### src/rtl/ttc_tdm_encoder.sv
// TTC line encoder: A (L1A) and B (command frame) channels time-multiplexed onto one biphase-mark stream.
// Optional feature macro TTC_FRAME_CNT_EN adds frames_sent / l1a_sent counters.
module ttc_tdm_encoder #(
  parameter int unsigned CMD_FIFO_DEPTH = 8,
  parameter int unsigned MIN_GAP        = 1
) (
  input  logic                              clk160,
  input  logic                              rst,
  input  logic                              enable,
  input  logic                              a_channel,
  input  logic [41:0]                       cmd_frame,
  input  logic                              cmd_long,
  input  logic                              cmd_valid,
  output logic                              cmd_ready,
  output logic [$clog2(CMD_FIFO_DEPTH):0]   fifo_level,
  output logic                              busy,
  output logic                              bc_strobe,
  output logic                              a_overrun,
  output logic                              ttc_bit_out
`ifdef TTC_FRAME_CNT_EN
  ,
  output logic [31:0]                       frames_sent,
  output logic [31:0]                       l1a_sent
`endif
);

  localparam int unsigned FW   = 42;
  localparam int unsigned SW   = 16;
  localparam int unsigned PADW = FW - SW;
  localparam int unsigned AW   = $clog2(CMD_FIFO_DEPTH);
  localparam int unsigned LW   = AW + 1;
  localparam int unsigned CW   = 6;
  localparam int unsigned GW   = 4;

  typedef struct packed {
    logic          is_long;
    logic [FW-1:0] frame;
  } cmd_t;

  typedef enum logic [1:0] {B_IDLE, B_DATA, B_GAP} b_state_t;

  logic [1:0]    phase;
  logic          a_bit;
  logic          a_pending;

  cmd_t          mem [CMD_FIFO_DEPTH];
  cmd_t          head;
  logic [AW-1:0] wr_ptr;
  logic [AW-1:0] rd_ptr;
  logic [LW-1:0] level_next;
  logic          push;
  logic          pop;

  b_state_t      b_state;
  b_state_t      b_state_next;
  logic [CW-1:0] bits_left;
  logic [CW-1:0] bits_next;
  logic [GW-1:0] gap_left;
  logic [GW-1:0] gap_next;
  logic [FW-1:0] sr;
  logic [FW-1:0] sr_next;
  logic [FW-1:0] aligned;
  logic          b_bit;
  logic          b_bit_next;
  logic          busy_next;

  assign push = cmd_valid & cmd_ready;
  assign head = mem[rd_ptr];

  // Cell phase and bunch-crossing strobe (strobe is high while phase==0)
  always_ff @(posedge clk160 or negedge rst) begin
    if (!rst) begin
      phase     <= 2'd0;
      bc_strobe <= 1'b0;
    end else begin
      phase     <= phase + 2'd1;
      bc_strobe <= (phase == 2'd3);
    end
  end

  // Command FIFO bookkeeping
  always_comb begin
    level_next = fifo_level;
    case ({push, pop})
      2'b10:   level_next = fifo_level + LW'(1);
      2'b01:   level_next = fifo_level - LW'(1);
      default: level_next = fifo_level;
    endcase
  end

  always_ff @(posedge clk160 or negedge rst) begin
    if (!rst) begin
      wr_ptr     <= '0;
      rd_ptr     <= '0;
      fifo_level <= '0;
      cmd_ready  <= 1'b1;
    end else begin
      if (push) wr_ptr <= wr_ptr + AW'(1);
      if (pop)  rd_ptr <= rd_ptr + AW'(1);
      fifo_level <= level_next;
      cmd_ready  <= (level_next != LW'(CMD_FIFO_DEPTH));
    end
  end

  always_ff @(posedge clk160) begin
    if (push) mem[wr_ptr] <= {cmd_long, cmd_frame};
  end

  // B channel: all decisions happen on the edge that opens the B cell
  always_comb begin
    b_state_next = b_state;
    bits_next    = bits_left;
    gap_next     = gap_left;
    sr_next      = sr;
    b_bit_next   = b_bit;
    busy_next    = busy;
    pop          = 1'b0;
    aligned      = head.frame;
    if (!head.is_long) aligned = {head.frame[SW-1:0], PADW'(0)};
    if (phase == 2'd2) begin
      b_bit_next = 1'b1;
      case (b_state)
        B_DATA: begin
          b_bit_next = sr[FW-1];
          sr_next    = {sr[FW-2:0], 1'b0};
          bits_next  = bits_left - CW'(1);
          if (bits_left == CW'(1)) begin
            if (MIN_GAP == 0) begin
              b_state_next = B_IDLE;
              busy_next    = 1'b0;
            end else begin
              b_state_next = B_GAP;
              gap_next     = GW'(MIN_GAP);
            end
          end
        end
        B_GAP: begin
          gap_next = gap_left - GW'(1);
          if (gap_left == GW'(1)) begin
            b_state_next = B_IDLE;
            busy_next    = 1'b0;
          end
        end
        default: begin
          if (enable && (fifo_level != '0)) begin
            pop          = 1'b1;
            b_bit_next   = aligned[FW-1];
            sr_next      = {aligned[FW-2:0], 1'b0};
            bits_next    = head.is_long ? CW'(FW - 1) : CW'(SW - 1);
            busy_next    = 1'b1;
            b_state_next = B_DATA;
          end
        end
      endcase
    end
  end

  always_ff @(posedge clk160 or negedge rst) begin
    if (!rst) begin
      b_state   <= B_IDLE;
      bits_left <= '0;
      gap_left  <= '0;
      sr        <= '0;
      b_bit     <= 1'b0;
      busy      <= 1'b0;
    end else begin
      b_state   <= b_state_next;
      bits_left <= bits_next;
      gap_left  <= gap_next;
      sr        <= sr_next;
      b_bit     <= b_bit_next;
      busy      <= busy_next;
    end
  end

  // A channel request latching and BPM line coding
  always_ff @(posedge clk160 or negedge rst) begin
    if (!rst) begin
      a_bit       <= 1'b0;
      a_pending   <= 1'b0;
      a_overrun   <= 1'b0;
      ttc_bit_out <= 1'b0;
    end else begin
      if (phase == 2'd0) begin
        a_bit     <= a_pending | a_channel;
        a_pending <= 1'b0;
      end else begin
        a_pending <= a_pending | a_channel;
      end
      a_overrun <= (phase != 2'd0) & a_pending & a_channel;
      case (phase)
        2'd1:    ttc_bit_out <= ttc_bit_out ^ a_bit;
        2'd3:    ttc_bit_out <= ttc_bit_out ^ b_bit;
        default: ttc_bit_out <= ~ttc_bit_out;
      endcase
    end
  end

`ifdef TTC_FRAME_CNT_EN
  always_ff @(posedge clk160 or negedge rst) begin
    if (!rst) begin
      frames_sent <= '0;
      l1a_sent    <= '0;
    end else begin
      if (pop) frames_sent <= frames_sent + 32'd1;
      if ((phase == 2'd0) && (a_pending | a_channel)) l1a_sent <= l1a_sent + 32'd1;
    end
  end
`endif

endmodule

### config.mk
export PLATFORM = sky130hd
export DESIGN_NAME = ttc_tdm_encoder
export DESIGN_NICKNAME = d
export VERILOG_FILES = /design/src/rtl/ttc_tdm_encoder.sv
export SDC_FILE = /design/constraint.sdc
export NUM_CORES = 1
export LEC_CHECK = 0
export ABC_AREA = 0
export CORE_MARGIN = 5
export CORE_UTILIZATION = 40
export CTS_CLUSTER_SIZE = 12
export DETAILED_ROUTE_END_ITERATION = 7
export GPL_TIMING_DRIVEN = 0
export HOLD_SLACK_MARGIN = 0.1
export PLACE_DENSITY = 0.56
export SLEW_MARGIN = 25
export SYNTH_ARGS = -nofsm -noshare
export SYNTH_HDL_FRONTEND = slang
export SYNTH_SLANG_ARGS = --single-unit
### constraint.sdc
create_clock -name clk160 -period 6.7 [get_ports clk160]
set_input_delay 0.67 -clock clk160 [delete_from_list [all_inputs] [get_ports clk160]]
set_output_delay 0.67 -clock clk160 [all_outputs]
set_load 0.02 [all_outputs]
Yosys cells after proc, flatten, opt, wreduce, memory -nomap -nowiden --
Memory sizes are Yosys's and may differ from the RTL's. Cells that the tools add are included.
Cells by class: reduce and logical (&&, ||, !) cells 13, bitwise logic cells 9, add/subtract/negate cells 7, equality and inequality tests 12, multiplexer cells 25
Operator list (count):
- 42-bit two-way mux | 2
- 42-bit one-hot mux with 2 select lines | 1
- 4-bit one-hot mux with 2 select lines | 2
- 6-bit two-way mux | 2
- 6-bit one-hot mux with 2 select lines | 1
- 1-bit two-way mux | 9
- 2-bit == test (second input constant) | 4
- 4-bit AND reduction | 2
- 2-bit nonzero test | 4
- 4-bit by 1-bit subtractor with 4-bit output (second input constant) | 2
- 3-bit by 1-bit adder with 3-bit output (second input constant) | 2
- 2-bit by 1-bit == test with 1-bit output (second input constant) | 3
- 6-bit by 1-bit == test with 1-bit output (second input constant) | 1
- 2-bit two-way mux | 3
- 1-bit one-hot mux with 2 select lines | 3
- 3-bit AND reduction | 2
- 6-bit by 1-bit subtractor with 6-bit output (second input constant) | 1
- 4-bit by 1-bit adder with 4-bit output (second input constant) | 1
- 4-bit by 1-bit == test with 1-bit output (second input constant) | 1
- 4-bit two-way mux | 1
- 2-bit inequality test (second input constant) | 2
- 4-bit inequality test (second input constant) | 1
- 2-bit one-hot mux with 2 select lines | 1
- 4-bit nonzero test | 1
- 9 further kinds | 14
Word-level totals: output and inout bits 9, memories 1, input port bits 48, register bits 74, word-level logic and storage cells 83, RAM bits 344
Memory list:
- mem | depth 8, bits a word 43, read ports 1, clocked after Yosys merged registers in 0, wr ports 1, RTL line 46 | cmd_t mem [CMD_FIFO_DEPTH];

Depth between registers and ports, before layout --
depth after elaboration 8, depth in mapped cells 11, gate-level depth less buffers 10

Worst setup path before layout --
No wires, ideal clock.
path type input to register, start input cmd_valid, end memory mem[0][0] (netlist name), enable pin, stages 4, library setup time 0.551 ns, buffers on the path 1, arrival time 5.369 ns, data required time 6.149 ns, slack 0.780 ns, cells stage by stage and2_1 clkbuf_1 clkinv_1 nor4_1
Between the ends: cells in the longest elaborated chain, start to end 3
Ends and longest elaborated chain:
- start: declaration | RTL line 13 | input logic cmd_valid,
- 1-bit bitwise AND | RTL line 67 | assign push = cmd_valid & cmd_ready;
- 1-bit two-way mux | RTL line 106 | if (push) mem[wr_ptr] <= {cmd_long, cmd_frame};
- 1-bit two-way mux (not written as such) | RTL line 106
- end: declaration | RTL line 46
Every way passes these cells.

Worst setup path in the final report --
start register phase[0], end register cmd_ready
Between the ends: cells in the longest elaborated chain, start to end 5, elaborated cells between the ends (all ways) 6, those cells by class eq/ne: 4; mux: 2
Ends and longest elaborated chain:
- start: declaration | RTL line 42 | logic [1:0] phase;
- start signal: assignment | RTL line 76 | phase <= phase + 2'd1;
- 2-bit == test * | RTL line 120 | if (phase == 2'd2) begin
- 1-bit two-way mux * | RTL line 120
- 2-bit by 1-bit == test with 1-bit output / 2-bit == test (equally long branches) | RTL line 84 | case ({push, pop})
- 4-bit one-hot mux with 2 select lines * | RTL line 84
- 4-bit inequality test * | RTL line 101 | cmd_ready <= (level_next != LW'(CMD_FIFO_DEPTH));
- end signal: assignment | RTL line 101
- end: declaration | RTL line 14 | output logic cmd_ready,
Every way passes the cells marked *; elsewhere a longest branch is shown, timed or not. A chain may end at the register's enable or synchronous reset.

==> metrics.cfg <==
[min_path]
min_path_cells = 1
hold_end = ttc_bit_out$_DFF_PN0_
hp-class = flip-flop to flip-flop
hold_start = ttc_bit_out$_DFF_PN0_

[yosys]
netlist_top_cells_area = edfxtp_1 (62%), mux4_2 (12%), dfrtp_1 (11%), mux2i_1 (3.6%), a22oi_1 (1.2%)
synth_top_cell_by_area = edfxtp_1
synth_top_family_by_area = multiplexers
ys_seq_area_share_pct = 73.33
synth_nets = 953
synth_adder_area_share_pct = 1.057
syn_area_per_cell_um2 = 18.61
synth_cells = 891
synth-simple-area-share_pct = 2.838
synth-seq-cells = 417
synthMuxAreaShare_pct = 15.64
ys.flop_type = edfxtp_1
synth_compound_area_share_pct = 4.634
async_reset_ff_share_pct = 17.51
synth-xor-area-share_pct = 0.4754
ys_warn_count = 0
synth_edf_count = 344
synth_cell_types = 52
syn_area_um2 = 16580
synth_top_area_share_pct = 62.30

[global_route]
antenna_found_initial = 1
grtUsageTotal_pct = 16.02
grt_pass1_vias = 8921
grt_pass1_wl_um = 54970
gr-total-overflow = 0
grt_max_degree = 49

[routing]
ant_nets = 0
route.detailed.drc = 0
initialDrtViolationCount = 545
routed_wl_um = 35440
wl_per_cell_um = 22.08
firstDrtPassIters = 5
vias = 8520
vias_per_cell = 5.308

[cells_and_area]
area_growth_pct = 18.54
final_nets = 1102
antenna_cells = 0
final_common_cell = edfxtp_1
final_cell_mix = edfxtp_1 (344), mux4_2 (86), dfrtp_1 (72)
fillCellCount = 3496
post_route_cells_drive_above_1_share_pct = 20.60

[worst_setup_path]
regToRegEndpoint = cmd_ready$_DFF_PN1_
r2r_slack_ns = 3.59
path_class = flip-flop to flip-flop
required_ns = 7.19
crit_family = simple AND/OR/NAND/NOR gates
crit_path_top_delay_cell = nor2_1
r2r_start = phase[0]$_DFF_PN0_
cp_slowest_stage_delay_ns = 0.68
rr_worst_depth = 10
cp_num_buf_inv = 3
crit_chain = inv_1, ha_1, buf_2, nand3_1, nor2_1, ha_1, clkbuf_1, nor3b_1, a21oi_1, a211o_1
critPathCaptureType = flip-flop
critPathArrivalTime_ns = 3.59
cp-start-kind = flip-flop
path_max_fanout = 10
worst_path_most_repeated_cell = ha_1

[sta]
rsz0062_at_grt = false
worst_slack_ns = 3.595
skew_ns = 0.01536
period_share_pct = 46.35
final_hold_viol_count = 0
relSlewSlack_pct = 31.33
slew_viol_final = 0
fmax_ghz = 0.3220
min_period_ns = 3.105
tightest_slew_ns = 1.030
finalSetupViolCount = 0

[clock_tree]
htreeDepth = 2
clkLatencyLatePin_ns = 0.57
clk_transition_reported_paths_ns = 0.06
cts.sinks = 417
cts-root-buf = clkbuf_16
postCtsResizedCells = 0
cts_buffers = 44
postCtsSetupBuffers = 0
cts_tree = done
cts_buffer_depth = 3

[floorplan]
die_h_um = 213.6
dieArea_um2 = 45620
fp-row-count = 74
floorplan.initialDensity_pct = 40.51
die_width_um = 213.6
pin_count = 57
core_um2 = 40920

[place]
routabilityCongestion = 0.7620
dp.final_hpwl_um = 24040
dp_slack_ns = 3.121
port_buffers = 56

[outcome]
status = finished, final reports clean

[run]
drv_cap = 0

[pwr]
leakage_nw = 6.788
ir_drop_uv = 187.6
pwr_density_cell_nw_per_um2 = 430.5
fin_total_pwr_mw = 8.461

[through the flow]
stage                     hold WS [ns]  setup TNS (ns)  cell area (µm²)  std cells  utilization, %
after floorplan                 0.3744               0            16580        891               -
after global placement          0.4556         -581.83            17810       1479           43.51
after detailed placement        0.4592               0            18320       1525           44.76
after CTS                       0.4688               0            19650       1605           48.02
after global routing            0.4889               0            19650       1605           48.02
final                           0.4619               0            19650       1605           48.02
[state kept, by name, indices dropped and copies added (netlist names)]
signal / cells
a_overrun: 1
bc_strobe: 1
sr: 41
fifo_level: 4
busy: 1
phase: 2
gap_left: 4
bits_left: 6
rd_ptr: 3
b_state: 2
b_bit: 1
a_pending: 1
ttc_bit_out: 1
a_bit: 1
cmd_ready: 1
mem: 344
wr_ptr: 3
[final cells by class]
| class | count | area (µm²) | share of cell area, % |
|---|---|---|---|
| Sequential cell | 417 | 12160 | 61.86 |
| Multi-Input combinational cell | 397 | 4135 | 21.04 |
| Clock buffer | 67 | 1187 | 6.042 |
| Timing Repair Buffer | 103 | 1033 | 5.258 |
| Tap cell | 532 | 665.6 | 3.387 |
| Buffer | 51 | 237.7 | 1.210 |
| Clock inverter | 12 | 138.9 | 0.7066 |
| Inverter | 26 | 97.59 | 0.4966 |
[routing by layer]
layer	part of all wire [%]	GRT usage (%)	vias to the layer above	wire length (µm)
met3	4.7	2.999	53	1682
met4	2.1	4.759	2	746
li1	-	-	3864	-
met5	0.051	0	-	18
met2	47	25.11	178	16770
met1	46	23.20	4423	16220
[worst max-delay path by stage]
stage / end / slack [ns] / cells past startpoint / startpoint
after floorplan: mem[0][0]$_DFFE_PP_ / 0.78 / 4 / cmd_valid
final: cmd_ready$_DFF_PN1_ / 3.59 / 10 / phase[0]$_DFF_PN0_
after global placement: mem[0][3]$_DFFE_PP_ / -4.86 / 5 / cmd_valid
after CTS: cmd_ready$_DFF_PN1_ / 3.57 / 11 / phase[0]$_DFF_PN0_
after detailed placement: mem[0][3]$_DFFE_PP_ / 3.12 / 9 / cmd_valid
after global routing: cmd_ready$_DFF_PN1_ / 3.28 / 11 / phase[0]$_DFF_PN0_
[cells in the mapped netlist, drive strengths merged, types with 2 or more instances]
cell / number
nor3: 23
dfrtp: 72
nor4: 3
a31oi: 2
a41oi: 2
buf: 25
nand3: 7
nand2b: 3
nor2: 28
clkbuf: 26
nor4b: 2
o21ai: 39
a21o: 3
xor2: 4
mux2: 5
mux2i: 60
edfxtp: 344
mux4: 86
a22o: 2
nor2b: 3
nand2: 21
and2: 3
xnor2: 5
a21oi: 35
nor3b: 3
ha: 14
a22oi: 27
inv: 25
[what timing repair did]
action	CTS	global route
hold buffers	1	0
hold endpoints to repair	24	0
setup endpoints to repair	0	0
[kinds of logic (layout without fill, tap and decap cells)]
logic type,after synthesis,in the layout
flops,417,417
mux,151,151
compound gates,124,124
simple gates,99,99
buf+inv,77,259
fa+ha+maj,14,14
xor+xnor,9,9
[where the power goes]
part | leakage [nW] | internal (mW) | switching (mW)
Combinational | 2.14 | 1.18 | 1.49
Sequential | 4.02 | 3.33 | 0.193
Clock | 0.635 | 1.31 | 0.968
Note: power is estimated with default switching activity, not from simulation.
